## src/rtl/uart_rx_fifo_pkg.sv

```systemverilog
// Shared definitions for the UART receive path.
//   rx_state_e           : receiver FSM encoding (IDLE=0, START=1, DATA=2, STOP=3)
//   DEFAULT_CLKS_PER_BIT : 50 MHz system clock / 115200 baud
//   cnt_width()          : register width needed to count 0..n-1 (at least 1 bit)
package uart_rx_fifo_pkg;

  typedef enum logic [1:0] {
    ST_IDLE  = 2'd0,
    ST_START = 2'd1,
    ST_DATA  = 2'd2,
    ST_STOP  = 2'd3
  } rx_state_e;

  localparam int unsigned DEFAULT_CLKS_PER_BIT = 434;

  function automatic int unsigned cnt_width(input int unsigned n);
    return (n < 2) ? 1 : $clog2(n);
  endfunction

endpackage

```

## src/rtl/uart_rx_fifo_sync_fifo.sv

```systemverilog
// Synchronous first-word-fall-through FIFO, shared with the TX path.
//   clk, reset : clock, asynchronous active-low reset (clears pointers)
//   push_i     : write din_i; dropped when full unless a pop happens on the same edge
//   pop_i      : advance head; ignored when empty
//   din_i      : write data
//   dout_o     : head entry, 0 when empty
//   empty_o    : no entries stored
//   full_o     : 2**ADDR_EXP entries stored
//   count_o    : number of stored entries
// Valid/ready: a push is accepted on an edge where push_i=1 and (!full_o or an
// accepted pop); a pop is accepted on an edge where pop_i=1 and !empty_o.
module uart_rx_fifo_sync_fifo
  import uart_rx_fifo_pkg::*;
#(
  parameter int DATA_WIDTH = 8,
  parameter int ADDR_EXP   = 5
) (
  input  logic                  clk,
  input  logic                  reset,
  input  logic                  push_i,
  input  logic                  pop_i,
  input  logic [DATA_WIDTH-1:0] din_i,
  output logic [DATA_WIDTH-1:0] dout_o,
  output logic                  empty_o,
  output logic                  full_o,
  output logic [ADDR_EXP:0]     count_o
);

  localparam int DEPTH = 2 ** ADDR_EXP;

  logic [DATA_WIDTH-1:0] mem_q [DEPTH];
  logic [ADDR_EXP:0]     wr_ptr_q, wr_ptr_d;
  logic [ADDR_EXP:0]     rd_ptr_q, rd_ptr_d;
  logic                  do_push, do_pop;

  // Pointers carry one extra wrap bit so full and empty are distinguishable.
  assign empty_o = (wr_ptr_q == rd_ptr_q);
  assign full_o  = (wr_ptr_q[ADDR_EXP] != rd_ptr_q[ADDR_EXP]) &&
                   (wr_ptr_q[ADDR_EXP-1:0] == rd_ptr_q[ADDR_EXP-1:0]);
  assign count_o = wr_ptr_q - rd_ptr_q;

  assign do_pop  = pop_i && !empty_o;
  // A simultaneous pop frees the slot the push needs.
  assign do_push = push_i && (!full_o || do_pop);

  always_comb begin
    wr_ptr_d = wr_ptr_q;
    rd_ptr_d = rd_ptr_q;
    if (do_push) wr_ptr_d = wr_ptr_q + 1'b1;
    if (do_pop)  rd_ptr_d = rd_ptr_q + 1'b1;
  end

  always_ff @(posedge clk or negedge reset) begin
    if (!reset) begin
      wr_ptr_q <= '0;
      rd_ptr_q <= '0;
    end else begin
      wr_ptr_q <= wr_ptr_d;
      rd_ptr_q <= rd_ptr_d;
    end
  end

  // Storage needs no reset: entries are only visible between the pointers.
  always_ff @(posedge clk) begin
    if (do_push) mem_q[wr_ptr_q[ADDR_EXP-1:0]] <= din_i;
  end

  assign dout_o = empty_o ? '0 : mem_q[rd_ptr_q[ADDR_EXP-1:0]];

endmodule

```

## src/rtl/uart_rx_fifo.sv

```systemverilog
// UART receiver (8N1, LSB first) with a receive FIFO behind it.
//   clk           : system clock
//   reset         : asynchronous active-low reset
//   rx            : asynchronous serial line, idle high
//   rx_fifo_pop   : pop FIFO head (ignored when empty)
//   rx_byte       : FIFO head, 0 when empty
//   rx_fifo_empty : FIFO empty
//   rx_fifo_full  : FIFO full
//   rx_count      : number of stored bytes
//   irq           : data pending (= !rx_fifo_empty)
//   frame_err     : 1-cycle pulse, stop bit sampled low, byte dropped
//   overrun       : 1-cycle pulse, byte completed while FIFO full, byte dropped
//   rx_state      : receiver FSM state (debug)
// Valid/ready: the receiver offers a byte (push) for exactly one cycle at the
// stop-bit sample; the FIFO accepts it when not full or when popped that edge,
// otherwise the byte is dropped and overrun pulses.
module uart_rx_fifo
  import uart_rx_fifo_pkg::*;
#(
  parameter int CLKS_PER_BIT = DEFAULT_CLKS_PER_BIT,
  parameter int DATA_WIDTH   = 8,
  parameter int ADDR_EXP     = 5
) (
  input  logic                  clk,
  input  logic                  reset,
  input  logic                  rx,
  input  logic                  rx_fifo_pop,
  output logic [DATA_WIDTH-1:0] rx_byte,
  output logic                  rx_fifo_empty,
  output logic                  rx_fifo_full,
  output logic [ADDR_EXP:0]     rx_count,
  output logic                  irq,
  output logic                  frame_err,
  output logic                  overrun,
  output logic [1:0]            rx_state
);

  localparam int TW = cnt_width(CLKS_PER_BIT);
  localparam int BW = cnt_width(DATA_WIDTH);
  localparam logic [TW-1:0] T_LAST = TW'(CLKS_PER_BIT - 1);
  localparam logic [TW-1:0] T_HALF = TW'(CLKS_PER_BIT / 2 - 1);
  localparam logic [BW-1:0] B_LAST = BW'(DATA_WIDTH - 1);

  rx_state_e             state_q, state_d;
  logic                  rx_meta_q, rx_s_q;
  logic [TW-1:0]         timer_q, timer_d;
  logic [BW-1:0]         bit_q, bit_d;
  logic [DATA_WIDTH-1:0] shift_q, shift_d;
  logic                  frame_err_q, frame_err_d;
  logic                  overrun_q, overrun_d;
  logic                  push;
  logic                  timer_last;

  assign timer_last = (timer_q == T_LAST);

  // State register.
  always_ff @(posedge clk or negedge reset) begin
    if (!reset) state_q <= ST_IDLE;
    else        state_q <= state_d;
  end

  // Next-state logic.
  always_comb begin
    state_d = state_q;
    unique case (state_q)
      ST_IDLE:  if (!rx_s_q) state_d = ST_START;
      // Mid-start-bit check: a line that has already returned high was a glitch.
      ST_START: if (timer_q == T_HALF) state_d = rx_s_q ? ST_IDLE : ST_DATA;
      ST_DATA:  if (timer_last && (bit_q == B_LAST)) state_d = ST_STOP;
      ST_STOP:  if (timer_last) state_d = ST_IDLE;
      default:  state_d = ST_IDLE;
    endcase
  end

  // Output / datapath logic.
  always_comb begin
    timer_d     = timer_q + 1'b1;
    bit_d       = bit_q;
    shift_d     = shift_q;
    push        = 1'b0;
    frame_err_d = 1'b0;
    overrun_d   = 1'b0;
    unique case (state_q)
      ST_IDLE:  timer_d = '0;
      ST_START: begin
        if (timer_q == T_HALF) begin
          timer_d = '0;
          bit_d   = '0;
        end
      end
      ST_DATA: begin
        if (timer_last) begin
          timer_d = '0;
          bit_d   = bit_q + 1'b1;
          shift_d = {rx_s_q, shift_q[DATA_WIDTH-1:1]};
        end
      end
      ST_STOP: begin
        if (timer_last) begin
          timer_d     = '0;
          push        = rx_s_q;
          frame_err_d = !rx_s_q;
          // Full implies non-empty, so a pop here always frees a slot.
          overrun_d   = rx_s_q && rx_fifo_full && !rx_fifo_pop;
        end
      end
      default: timer_d = '0;
    endcase
  end

  always_ff @(posedge clk or negedge reset) begin
    if (!reset) begin
      rx_meta_q   <= 1'b1;
      rx_s_q      <= 1'b1;
      timer_q     <= '0;
      bit_q       <= '0;
      shift_q     <= '0;
      frame_err_q <= 1'b0;
      overrun_q   <= 1'b0;
    end else begin
      rx_meta_q   <= rx;
      rx_s_q      <= rx_meta_q;
      timer_q     <= timer_d;
      bit_q       <= bit_d;
      shift_q     <= shift_d;
      frame_err_q <= frame_err_d;
      overrun_q   <= overrun_d;
    end
  end

  uart_rx_fifo_sync_fifo #(
    .DATA_WIDTH (DATA_WIDTH),
    .ADDR_EXP   (ADDR_EXP)
  ) u_fifo (
    .clk     (clk),
    .reset   (reset),
    .push_i  (push),
    .pop_i   (rx_fifo_pop),
    .din_i   (shift_q),
    .dout_o  (rx_byte),
    .empty_o (rx_fifo_empty),
    .full_o  (rx_fifo_full),
    .count_o (rx_count)
  );

  assign irq       = !rx_fifo_empty;
  assign frame_err = frame_err_q;
  assign overrun   = overrun_q;
  assign rx_state  = state_q;

endmodule
```

## config.mk

```make
export PLATFORM = sky130hd
export DESIGN_NAME = uart_rx_fifo
export DESIGN_NICKNAME = d
export VERILOG_FILES = /design/src/rtl/uart_rx_fifo_pkg.sv /design/src/rtl/uart_rx_fifo_sync_fifo.sv /design/src/rtl/uart_rx_fifo.sv
export SDC_FILE = /design/constraint.sdc
export NUM_CORES = 1
export LEC_CHECK = 0
export CAP_MARGIN = 20
export CORE_MARGIN = 1
export CORE_UTILIZATION = 50
export DETAILED_ROUTE_END_ITERATION = 16
export GPL_ROUTABILITY_DRIVEN = 1
export PLACE_DENSITY = 0.77
export SETUP_SLACK_MARGIN = 0.2
export SLEW_MARGIN = 20
export SYNTH_ARGS = -nofsm -noshare
export SYNTH_HDL_FRONTEND = slang
export SYNTH_HIERARCHICAL = 1
export SYNTH_SLANG_ARGS = --single-unit
```

## constraint.sdc

```tcl
create_clock -name clk -period 4 [get_ports clk]
set_input_delay 1.2 -clock clk [delete_from_list [all_inputs] [get_ports clk]]
set_output_delay 1.2 -clock clk [all_outputs]
set_load 0.005 [all_outputs]
```

==> metrics.txt, run 1 <==
max incr delay on CP=~0.58 ns; share of cells above drive strength 1=0.331; commonest non-fill, non-tap cell in the layout=edfxtp_1; Remaining Overflow, GRT=0; Max clock buf depth=3; port bufs=24; final net count=~800; Combinational Power Share=0.311; die span in x=between 150 and 200 um; Yosys warnings=6; first-pass GRT wire length=between 40000 and 50000 um; CP Max Fanout=6; Worst Tran Pin Value=a little under 0.9 ns; critical path capture point type=primary output; Final Skew=0.0155 ns; PwrDens=581 nW/um^2; Rel. slew slack=0.422; final WL=29800 um; CP max-delay cell=dfrtp_4; DR WL/cell=roughly 26 um; most frequent cells in the layout=256 x edfxtp_1, 62 x buf_4, 42 x nor2_1; # hold bufs at CTS=0; Seq pwr share=0.396; Syn Std Cell Area=~12000 sq um; setup violators final=0; H-tree levels=1; Sw Share=0.297; Worst Path Required=roughly 2.8 ns; worst min-delay path category=flip-flop to flip-flop; antenna cell count=0; Main synth FF type=edfxtp_1; VDD IR max=~0.32 mV; DR DRC count=0; Via density=~6.3; Placed Instances=1056; fraction of registers with async set/reset=0.129; RSZ-0062 raised after global routing=yes; total core area=between 20000 and 25000 sq um; gpl congestion=around 0.86; critical path arrival=around 2.7 ns; Rows=56; WHS=roughly 0.36 ns; area delta synth->final=21.3%; Clk Latency, worst-skew pair=between 0.5 and 0.6 ns; Post-Syn Area per Cell=17.4 sq um; CTS Buf Count=29; Mapped Nets=716; Cell Chain, Critical Path=buf_12, buf_12, buf_16, mux4_2, a21oi_2, o41ai_2, and3_1, clkdlybuf4s15_1; register bit total from synthesis=294; Seq/Total Area, Yosys=0.714; Post-DRT Antenna Nets=0; DR iter-0 viols=690; HPWL Detailed=16700 um; Worst-path clk slew=around 0.060 ns; routed vias=approximately 7200; # Max-Cap Violations=0; Cells after Synth=between 600 and 700; startpoint type of the worst setup path=flip-flop; clk sinks=around 290; largest net degree at the start of global routing=39; Max Fclk=around 0.26 GHz; Final Hold Fails=0; setup tns final=0 ns; Clk network pwr share=0.292; crit share post-route=0.972; TritonCTS clock tree=built; die footprint=roughly 25000 sq um; die height=158 um; gr usage total=0.248; Net Sw Power=between 2 and 3 mW; Starting Density=0.513; most used cell along the critical path=buf_12; leakage=around 5.7 nW; initial antenna violation count=0; Setup Crit Path Kind=flip-flop to primary output; outcome=finished, final reports clean; Tmin final=between 3 and 4 ns; Distinct cells, synth=60; Overall Power=8.53 mW; EDFF count, synth=between 200 and 300; vias in the first global route=between 7000 and 8000; CTS root buffer=clkbuf_16; Internal=5.99 mW; I/O pin total=25; Initial DRT Pass Iterations=5; Final Non-Filler Cells=approximately 1100; fin. max-slew vios=0
[layout make-up]
class / instances / area [sq um]
flip-flops and latches: 294 / 8660
fillers: 1599 / 8920
clock inverters: 16 / 111
well taps: 319 / 399
clock buffers: 37 / 756
inverters: 17 / 63.8
multi-input cells: 352 / 3590
repair buffers: 109 / 1120
[metrics by stage]
| stage | utilization | cell area [sq um] | setup slack, ns |
|---|---|---|---|
| after floorplan | - | 12100 | 0.732 |
| after global placement | 0.547 | 12900 | 0.267 |
| after detailed placement | 0.549 | 13000 | 0.208 |
| after CTS | 0.613 | 14500 | 0.102 |
| after global routing | 0.622 | 14700 | 0.0659 |
| final | 0.622 | 14700 | 0.110 |
[layer usage]
layer	track usage	vias to the layer above	wire length (um)
li1	-	2999	-
met1	0.318	3666	10800
met2	0.408	420	14800
met3	0.0517	84	3040
met4	0.115	0	1230
met5	0	-	0
[worst max-delay path: cells and delay by family (launching register included)]
family / cells / cell delay [ns]
AO/OA/AOI/OAI: 2 / 0.31
buffers and inverters: 4 / 0.63
flip-flops: 1 / 0.58
multiplexers: 1 / 0.45
AND/OR/NAND/NOR: 1 / 0.18
[power by group through the flow]
stage	sequential (mW)	clock [mW]	combinational, mW
2_1_floorplan	3.41	0	1.19
3_3_place_gp	3.43	0	1.73
3_5_place_dp	3.44	0	1.77
4_1_cts	3.38	2.52	2.42
5_1_grt	3.38	2.65	2.77
6_report	3.38	2.49	2.66
[kinds of logic (layout without fill, tap and decap cells)]
logic type,after synthesis,count (layout),share of synthesized area
fa+ha+maj,16,16,0.0172
simple gates,139,140,0.0642
xor+xnor,15,15,0.0115
flops,294,294,0.714
compound gates,94,94,0.0551
mux,87,87,0.115
buf+inv,51,179,0.0233
[worst paths after layout]
check	depth (start not counted)	startpoint	end	slack [ns]
min in group asynchronous	1	reset	overrun$_DFF_PN0_	0.77
worst min-delay path	0	rx_meta_q$_DFF_PN1_	rx_s_q$_DFF_PN1_	0.36
worst max register to register	9	timer_q[1]$_DFF_PN0_	u_fifo/mem_q[21][2]$_DFFE_PP_	0.61
worst min register to register	0	rx_meta_q$_DFF_PN1_	rx_s_q$_DFF_PN1_	0.36
max in group asynchronous	1	reset	u_fifo/rd_ptr_q[0]$_DFFE_PN0P_	2.59
worst max-delay path	8	u_fifo/rd_ptr_q[0]$_DFFE_PN0P_	rx_byte[0]	0.11
[registers in the layout (all words and copies together) (netlist names), named ones only]
register	cells
rx_s_q	1
rx_state	1
frame_err	1
bit_q	3
timer_q	9
u_fifo/mem_q	256
shift_q	8
u_fifo/wr_ptr_q	6
overrun	1
u_fifo/rd_ptr_q	6
rx_meta_q	1
[synth_stat cells (11+ instances only)]
library cell | number | area share
a21oi_1 | 25 | 0.010
buf_2 | 11 | 0.0045
dfrtp_1 | 36 | 0.074
edfxtp_1 | 256 | 0.63
ha_1 | 15 | 0.016
inv_1 | 17 | 0.0053
mux2i_1 | 37 | 0.031
mux4_2 | 41 | 0.076
nand2_1 | 16 | 0.0050
nor2_1 | 46 | 0.014
nor2b_1 | 19 | 0.0098
o21ai_0 | 13 | 0.0054
o221ai_1 | 15 | 0.011
[repair_timing]
item	in CTS	in global routing
pin swaps	28	14
gates resized for setup	110	38
cloned	7	1
setup buffers	24	3
hold endpoints to repair	0	0
endpoints found under the setup margin	13	12
Power figures use the tool's default switching activity.
==> inputs of run 2 (changes only) <==
--- a/config.mk
+++ b/config.mk
@@ -10,7 +10,7 @@
 export CORE_UTILIZATION = 50
 export DETAILED_ROUTE_END_ITERATION = 16
 export GPL_ROUTABILITY_DRIVEN = 1
-export PLACE_DENSITY = 0.77
+export PLACE_DENSITY_LB_ADDON = 0.3
 export SETUP_SLACK_MARGIN = 0.2
 export SLEW_MARGIN = 20
 export SYNTH_ARGS = -nofsm -noshare
==> run 2 against run 1 <==
  * Largest cell class unchanged
  * Cell area shrank 0.76%
  * Critical path type unchanged
  * Largest power group unchanged
  * Routed wire length shrank 7.0%
  * First-iteration DRC count shrank 2.6%
  * Sequential power is essentially flat
  * Register-to-register slack gained 0.06 ns
  * Critical path depth grew 1
  * Sequential share of layout area grew 0.42 points
  * Clock power grew 5%
  * Setup slack lost 0.023 ns
  * Clock skew is essentially flat
==> metrics.txt, run 2 (synthesized netlist as in run 1, its figures left out) <==
Clk Latency, worst-skew pair=0.55 ns (about the same); max reg flops=256 (unchanged); CTS root buffer=clkbuf_16 (unchanged); final cell utilization of the core=0.617 (was 0.622); HPWL Detailed=16600 um (was 16700 um); Placed Instances=1065 (was 1056); DR DRC count=0 (unchanged); setup tns final=0 ns (unchanged); Worst Tran Pin Value=0.861 ns (was 0.867 ns); first-pass GRT wire length=42300 um (was 44300 um); worst hold path stage count=0 (unchanged); # Max-Cap Violations=0 (unchanged); gpl congestion=0.843 (was 0.861); Max Fclk=0.256 GHz (was 0.257 GHz); Hold EP=rx_s_q$_DFF_PN1_ (unchanged); die span in x=158 um (unchanged); Post-DRT Antenna Nets=0 (unchanged); setup violators final=0 (unchanged); RSZ-0062 raised after global routing=yes (unchanged); Sw Share=0.287 (was 0.297); critical path arrival=2.71 ns (was 2.69 ns); TritonCTS clock tree=built (unchanged); Rel. slew slack=0.426 (was 0.422); fin. max-slew vios=0 (unchanged); initial antenna violation count=1 (was 0); total core area=23600 sq um (unchanged); gr usage total=0.235 (was 0.248); Seq pwr share=0.399 (was 0.396); Overall Power=8.43 mW (was 8.53 mW); Remaining Overflow, GRT=0 (unchanged); # hold bufs at CTS=0 (unchanged); worst-case reg-to-reg path depth=8 (was 9); R2R Path End=u_fifo/mem_q[16][7]$_DFFE_PP_ (was u_fifo/mem_q[21][2]$_DFFE_PP_); Final Hold Fails=0 (unchanged); Initial DRT Pass Iterations=7 (was 5); Via density=6.00 (was 6.27); Layout fillers=1677 (was 1599); DR iter-0 viols=672 (was 690); area delta synth->final=20.4% (was 21.3%); Clk network pwr share=0.311 (was 0.292); clk sinks=294 (unchanged); Internal=6.01 mW (was 5.99 mW); critical path capture point type=primary output (unchanged); H-tree levels=1 (unchanged); final net count=821 (was 823); DR WL/cell=24.2 um (was 26.1 um); Final Non-Filler Cells=1144 (unchanged); most frequent cells in the layout=256 x edfxtp_1, 63 x buf_4, 41 x mux4_2 (was 256 x edfxtp_1, 62 x buf_4, 42 x nor2_1); PwrDens=578 nW/um^2 (was 581 nW/um^2); routed vias=6867 (was 7169); Tmin final=3.91 ns (was 3.89 ns); port bufs=24 (unchanged); CP Max Fanout=6 (unchanged); final WL=27700 um (was 29800 um); CTS Buf Count=29 (unchanged); Net Sw Power=2.42 mW (was 2.54 mW); Final Skew=0.0158 ns (was 0.0155 ns); outcome=finished, final reports clean (unchanged); leakage=5.69 nW (about the same); worst min-delay path category=flip-flop to flip-flop (unchanged); Rows=56 (unchanged); crit share post-route=0.978 (was 0.972); Max clock buf depth=3 (unchanged); HP Start=rx_meta_q$_DFF_PN1_ (unchanged); Setup Crit Path Kind=flip-flop to primary output (unchanged); Worst-path clk slew=0.06 ns (about the same); setup slack, reg-to-reg=0.67 ns (was 0.61 ns); share of cells above drive strength 1=0.316 (was 0.331); die footprint=24800 sq um (unchanged); Starting Density=0.513 (unchanged); largest net degree at the start of global routing=39 (unchanged); startpoint type of the worst setup path=flip-flop (unchanged); die height=158 um (unchanged); I/O pin total=25 (unchanged); commonest non-fill, non-tap cell in the layout=edfxtp_1 (unchanged); Worst Path Required=2.80 ns (about the same); Combinational Power Share=0.290 (was 0.311); VDD IR max=0.393 mV (was 0.322 mV); vias in the first global route=6989 (was 7436); RR Startpoint=timer_q[1]$_DFF_PN0_ (unchanged)
run 2: cell count changes in the layout (fill, tap and decap cells not counted), sizes merged:
cell / delta
buf: -6
bufbuf: -1
clkbuf: +14
clkdlybuf4s15: -2
clkinv: -8
diode: +1
dlygate4sd2: +1
dlymetal6s2s: +1
run 2: power by group through the flow:
stage / registers, mW / logic, mW / clock network (mW)
after floorplan: 3.41 / 1.19 / 0
after global placement: 3.47 / 1.74 / 0
after detailed placement: 3.47 / 1.76 / 0
after CTS: 3.37 / 2.24 / 2.64
after global routing: 3.37 / 2.58 / 2.76
final: 3.37 / 2.45 / 2.62
run 2: repair_timing:
item                       CTS  global route
setup endpoints to repair   13            10
pin swaps                   25            18
resized for setup           81            52
setup buffers               17             3
cloned                       4             0
run 2: worst max-delay path by stage:
stage / start / end
after floorplan: u_fifo/rd_ptr_q[4]$_DFFE_PN0P_ / rx_byte[0]
after global placement: u_fifo/rd_ptr_q[0]$_DFFE_PN0P_ / rx_byte[6]
after detailed placement: u_fifo/rd_ptr_q[0]$_DFFE_PN0P_ / rx_byte[6]
after CTS: u_fifo/rd_ptr_q[0]$_DFFE_PN0P_ / rx_byte[6]
after global routing: u_fifo/rd_ptr_q[0]$_DFFE_PN0P_ / rx_byte[6]
final: u_fifo/rd_ptr_q[0]$_DFFE_PN0P_ / rx_byte[0]
run 2: critical path, cell delays in order, from the launching register on:
cell and delay (ns):
dfrtp_4 0.53, buf_12 0.15, bufbuf_16 0.27, buf_8 0.13, mux2i_2 0.19, o221ai_1 0.15, a21oi_1 0.23, o41ai_2 0.11
and3_1 0.20, clkdlybuf4s15_1 0.20
run 2: stage by stage:
step                hold slack, ns  setup WS (ns)  cell area, sq um
floorplan                    0.345          0.732             12100
global placement             0.352         0.0616             13000
detailed placement           0.353          0.136             13000
CTS                          0.362         0.0780             14400
global route                 0.367         0.0507             14600
finish                       0.359         0.0876             14600
run 2: area by class of cell:
type / count / area (sq um) / area share
timing repair buffer: 107 / 1030 / 0.0707
antenna: 1 / 2.50 / 0.000172
multi-input combinational: 352 / 3510 / 0.241
clock buffer: 46 / 850 / 0.0583
tap: 319 / 399 / 0.0274
inverter: 17 / 63.8 / 0.00438
clock inverter: 8 / 71.3 / 0.00489
sequential: 294 / 8650 / 0.593
run 2: routing by layer:
layer / share of wire / track usage / routed length, um
met1: 0.41 / 0.320 / 11200
met2: 0.49 / 0.385 / 13700
met3: 0.069 / 0.0411 / 1920
met4: 0.032 / 0.0846 / 892
met5: 0.00040 / 0 / 11
